**config.mk**
```make
export PLATFORM = sky130hd
export DESIGN_NAME = cbus_arbiter
export DESIGN_NICKNAME = d
export VERILOG_FILES = /design/src/rtl/cbus_arbiter.sv
export SDC_FILE = /design/constraint.sdc
export NUM_CORES = 1
export LEC_CHECK = 0
export ABC_AREA = 0
export CAP_MARGIN = 20
export CORE_AREA = 2 2 134 136
export DETAILED_ROUTE_END_ITERATION = 6
export DIE_AREA = 0 0 136 138
export PLACE_DENSITY_LB_ADDON = 0.3
export SLEW_MARGIN = 0
export SYNTH_ARGS = -nofsm -noshare
export SYNTH_HDL_FRONTEND = slang
export SYNTH_SLANG_ARGS = --single-unit
```
**constraint.sdc**
```tcl
create_clock -name clk -period 3.25 [get_ports clk]
set_input_delay 0.65 -clock clk [delete_from_list [all_inputs] [get_ports clk]]
set_output_delay 0.65 -clock clk [all_outputs]
set_load 0.02 [all_outputs]
```
**src/rtl/cbus_arbiter.sv**
```systemverilog
// Round-robin arbiter sharing one cache-bus master port among requesters.
// Grant is held for a whole transaction; responses go to the grantee only.
`timescale 1ns/1ps

package cbus_pkg;

  typedef struct packed {
    logic        valid;
    logic        is_write;
    logic [2:0]  size;
    logic [31:0] addr;
    logic [3:0]  strobe;
    logic [31:0] data;
    logic [7:0]  len;
  } cbus_req_t;

  typedef struct packed {
    logic        ready;
    logic        last;
    logic [31:0] data;
  } cbus_resp_t;

endpackage

// Ports:
//   clk, resetn          clock, synchronous active-low reset
//   ireqs / iresps       per-requester request in / response out
//   oreq / oresp         shared port towards CBusToAXI
//   grant_idx            current/last grantee index (debug)
//   busy                 high while a transaction is granted
module cbus_arbiter
  import cbus_pkg::*;
#(
  parameter int NUM_INPUTS = 2
) (
  input  logic                 clk,
  input  logic                 resetn,
  input  cbus_req_t            ireqs [NUM_INPUTS],
  output cbus_resp_t           iresps [NUM_INPUTS],
  output cbus_req_t            oreq,
  input  cbus_resp_t           oresp,
  output logic [$clog2(NUM_INPUTS)-1:0] grant_idx,
  output logic                 busy
);

  localparam int IW = $clog2(NUM_INPUTS);

  typedef enum logic {
    IDLE = 1'b0,
    BUSY = 1'b1
  } state_t;

  state_t        state;
  state_t        state_nxt;
  logic [IW-1:0] sel;
  logic [IW-1:0] sel_nxt;
  logic [IW-1:0] ptr;
  logic [IW-1:0] ptr_nxt;
  logic [IW-1:0] pick;
  logic          found;
  logic [IW:0]   scan;
  logic          txn_end;

  // First valid requester scanning from ptr, wrapping modulo NUM_INPUTS.
  always_comb begin
    found = 1'b0;
    pick  = ptr;
    scan  = '0;
    for (int i = 0; i < NUM_INPUTS; i++) begin
      scan = {1'b0, ptr} + (IW+1)'(i);
      if (scan >= (IW+1)'(NUM_INPUTS)) begin
        scan = scan - (IW+1)'(NUM_INPUTS);
      end
      if (!found && ireqs[scan[IW-1:0]].valid) begin
        found = 1'b1;
        pick  = scan[IW-1:0];
      end
    end
  end

  assign txn_end = oresp.ready && oresp.last;

  always_ff @(posedge clk) begin
    if (!resetn) begin
      state <= IDLE;
      sel   <= '0;
      ptr   <= '0;
    end else begin
      state <= state_nxt;
      sel   <= sel_nxt;
      ptr   <= ptr_nxt;
    end
  end

  // No grant on the ending cycle: BUSY always returns through IDLE.
  always_comb begin
    state_nxt = state;
    sel_nxt   = sel;
    ptr_nxt   = ptr;
    unique case (state)
      IDLE: begin
        if (found) begin
          state_nxt = BUSY;
          sel_nxt   = pick;
        end
      end
      BUSY: begin
        if (txn_end) begin
          state_nxt = IDLE;
          if (sel == IW'(NUM_INPUTS - 1)) begin
            ptr_nxt = '0;
          end else begin
            ptr_nxt = sel + IW'(1);
          end
        end
      end
      default: begin
        state_nxt = IDLE;
      end
    endcase
  end

  assign busy      = (state == BUSY);
  assign grant_idx = sel;

  always_comb begin
    oreq = '0;
    if (busy) begin
      oreq = ireqs[sel];
    end
  end

  // Idle-time oresp activity is never forwarded.
  always_comb begin
    for (int i = 0; i < NUM_INPUTS; i++) begin
      iresps[i] = '0;
    end
    for (int i = 0; i < NUM_INPUTS; i++) begin
      if (busy && sel == IW'(i)) begin
        iresps[i] = oresp;
      end
    end
  end

endmodule

```
==> results.json <==
{
  "grt_pass1_wl_um": 17300,
  "synth.distinct_cells": 17,
  "finalNetCount": 799,
  "ys_top_cells_by_area": "mux2i_1 (44%), and3_1 (23%), nor2_1 (17%)",
  "dr.first_iter.drc_count": 76,
  "max_freq_mhz": 378,
  "syn_nets": 474,
  "fp.dieArea_mm2": 0.0188,
  "critPathTopFamily": "buffers and inverters",
  "die_width_um": 136,
  "yosysTopAreaCellShare": 0.441,
  "port_buffers": 348,
  "setup_violations": 0,
  "cp_slowest_cell": "clkdlybuf4s50_1",
  "stdcell_count": 829,
  "synth_enable_flop_cells": 0,
  "slew_violations": 0,
  "dp_cells": 825,
  "endpoint_kind": "primary output",
  "synth-seq-area-share": 0.0326,
  "holdWs_ps": 456,
  "worst_pin_slew_ps": 540,
  "multi_input_area_mm2": 0.00159,
  "vias": 3261,
  "ant_nets": 0,
  "grt_pass1_vias": 3377,
  "start_util": 0.105,
  "cts_max_level": 1,
  "io_pins": 349,
  "hold_depth": 2,
  "netlist_area_mm2": 0.00184,
  "crit_required_ps": 2600,
  "whs_endpoint": "ptr$_SDFFE_PN0P_",
  "final-seq-area_um2": 63.8,
  "irDropWorstVdd_uv": 118,
  "clockBufferDepth": 2,
  "reg2reg_to": "ptr$_SDFFE_PN0P_",
  "synth_top_area_cell": "mux2i_1",
  "crit_arrival_ps": 2000,
  "antenna_found_initial": 0,
  "r2r_start": "busy$_SDFF_PN0_",
  "gp_congestion": 0.835,
  "viasPerCell": 3.93,
  "syn_to_final_growth_pct": 204,
  "die_h_um": 138,
  "clkTransAtPathRegs_ps": 30,
  "cpMostUsedCell": "clkdlybuf4s50_1",
  "hp-start": "ptr$_SDFFE_PN0P_",
  "netlist_instances": 276,
  "cts_tree": "yes",
  "rr_worst_depth": 4,
  "pre_cts_slack_ps": 570,
  "synth_commonest_cells": "mux2i_1 (81), nor2_1 (81), and3_1 (68), clkbuf_1 (10), buf_2 (9)",
  "final_area_mm2": 0.00559,
  "grt_max_degree": 83,
  "root_buffer": "clkbuf_16",
  "ys_warn_count": 0,
  "drv_cap": 0,
  "setup_ws_ps": 603,
  "slew_headroom": 0.640,
  "first_pass_iters": 4,
  "worst-path-buf-inv": 2,
  "path_cells": "clkdlybuf4s50_1 > and3_1 > clkdlybuf4s50_1",
  "wl_per_cell_um": 13.9,
  "cts_sinks": 3,
  "finalSetupTns_ps": 0,
  "cp_slowest_stage_delay_ps": 610,
  "n_antenna_cell": 0,
  "core_mm2": 0.0175,
  "status": "completed",
  "fillers": 1839,
  "path_class": "in2out",
  "drive_gt1_frac": 0.0183,
  "numCtsBuffers": 3,
  "ys_seq_elements": 3,
  "totalWireLength_um": 11500,
  "rsz0062_at_grt": "no",
  "drc_errors": 0,
  "r2r_slack_ps": 1860,
  "skew_ps": 0.745,
  "synth_flop_cell": "dfxtp_1",
  "p_leak_nw": 2.18,
  "start_kind": "primary input",
  "ctsHoldBuffers": 0,
  "crit_fanout": 3,
  "cts_setup_buffers": 0,
  "dp_hpwl_um": 9450,
  "synth-async-reset-ratio": 0,
  "power_density_mw_per_mm2": 194,
  "placed_area_mm2": 0.00551,
  "hold_viol_final": 0,
  "grt_overflow_total": 0,
  "min_period_over_period": 0.814,
  "grtUsageTotal": 0.115,
  "fp-row-count": 49,
  "avgSynthCellArea_um2": 6.67,
  "cts_resized": 0,
  "clk_latency_ps": 230,
  "hp-class": "reg2reg",
  "period_minus_slack_ps": 2650
}
-- area by class of cell --
class / count / area share
multi-input combinational: 237 / 0.284
timing repair buffer: 352 / 0.637
sequential: 3 / 0.0114
clock buffer: 4 / 0.0141
inverter: 4 / 0.00269
tap: 229 / 0.0513
-- logic make-up (layout without fill, tap and decap cells) --
family                 count (synthesis)  count (layout)  share of synthesized area
buffers and inverters                 36             360                      0.106
AOI/OAI and AO/OA                      6               6                     0.0218
DFF                                    3               3                     0.0326
and+or+nand+nor                      150             150                      0.399
muxes                                 81              81                      0.441
-- registers in the layout (all words and copies together) (netlist names) --
register,count
busy,1
grant_idx,1
ptr,1
-- metrics by stage --
step	utilization	total power, mW
2_1_floorplan	-	0.398
3_3_place_gp	0.314	0.884
3_5_place_dp	0.314	0.891
4_1_cts	0.319	1.10
5_1_grt	0.319	1.15
6_report	0.319	1.09
-- where the power goes --
group	internal (mW)	switching [mW]
clock network	0.162	0.0382
logic	0.483	0.360
registers	0.0394	0.00436
-- routing by layer --
layer,vias up,track usage,wire length [µm]
met5,-,0,0
met4,0,0.0263,140
met3,8,0.0282,1030
met2,184,0.224,6160
met1,1460,0.121,4220
li1,1609,-,-
-- tightest hold or removal path, stage by stage (launching register included) --
cell	delay, ps
dfxtp_1	300
inv_1	50
a21oi_1	50
-- placed cells by master (no fill, tap or decap) --
cell and instances:
nand3_1 1, inv_2 2, mux2i_1 81, inv_1 2, o311a_1 1, dfxtp_1 2, clkdlybuf4s50_1 347, buf_12 4
a21boi_0 1, o211ai_1 1, clkbuf_16 3, nor2_1 81, clkbuf_1 1, buf_4 1, a21oi_1 1, and3_1 68
o21ai_0 2, dfxtp_4 1
-- worst max path at each step --
stage | depth (start not counted) | endpoint | slack (ps) | start
2_1_floorplan | 5 | oreq[61] | 1340 | grant_idx$_SDFFE_PN0P_
3_3_place_gp | 3 | iresps[32] | 590 | oresp[32]
3_5_place_dp | 3 | iresps[32] | 570 | oresp[32]
4_1_cts | 3 | iresps[32] | 570 | oresp[32]
5_1_grt | 3 | iresps[32] | 530 | oresp[32]
6_report | 3 | iresps[32] | 600 | oresp[32]
No activity file was read; power rests on OpenSTA's default activity.
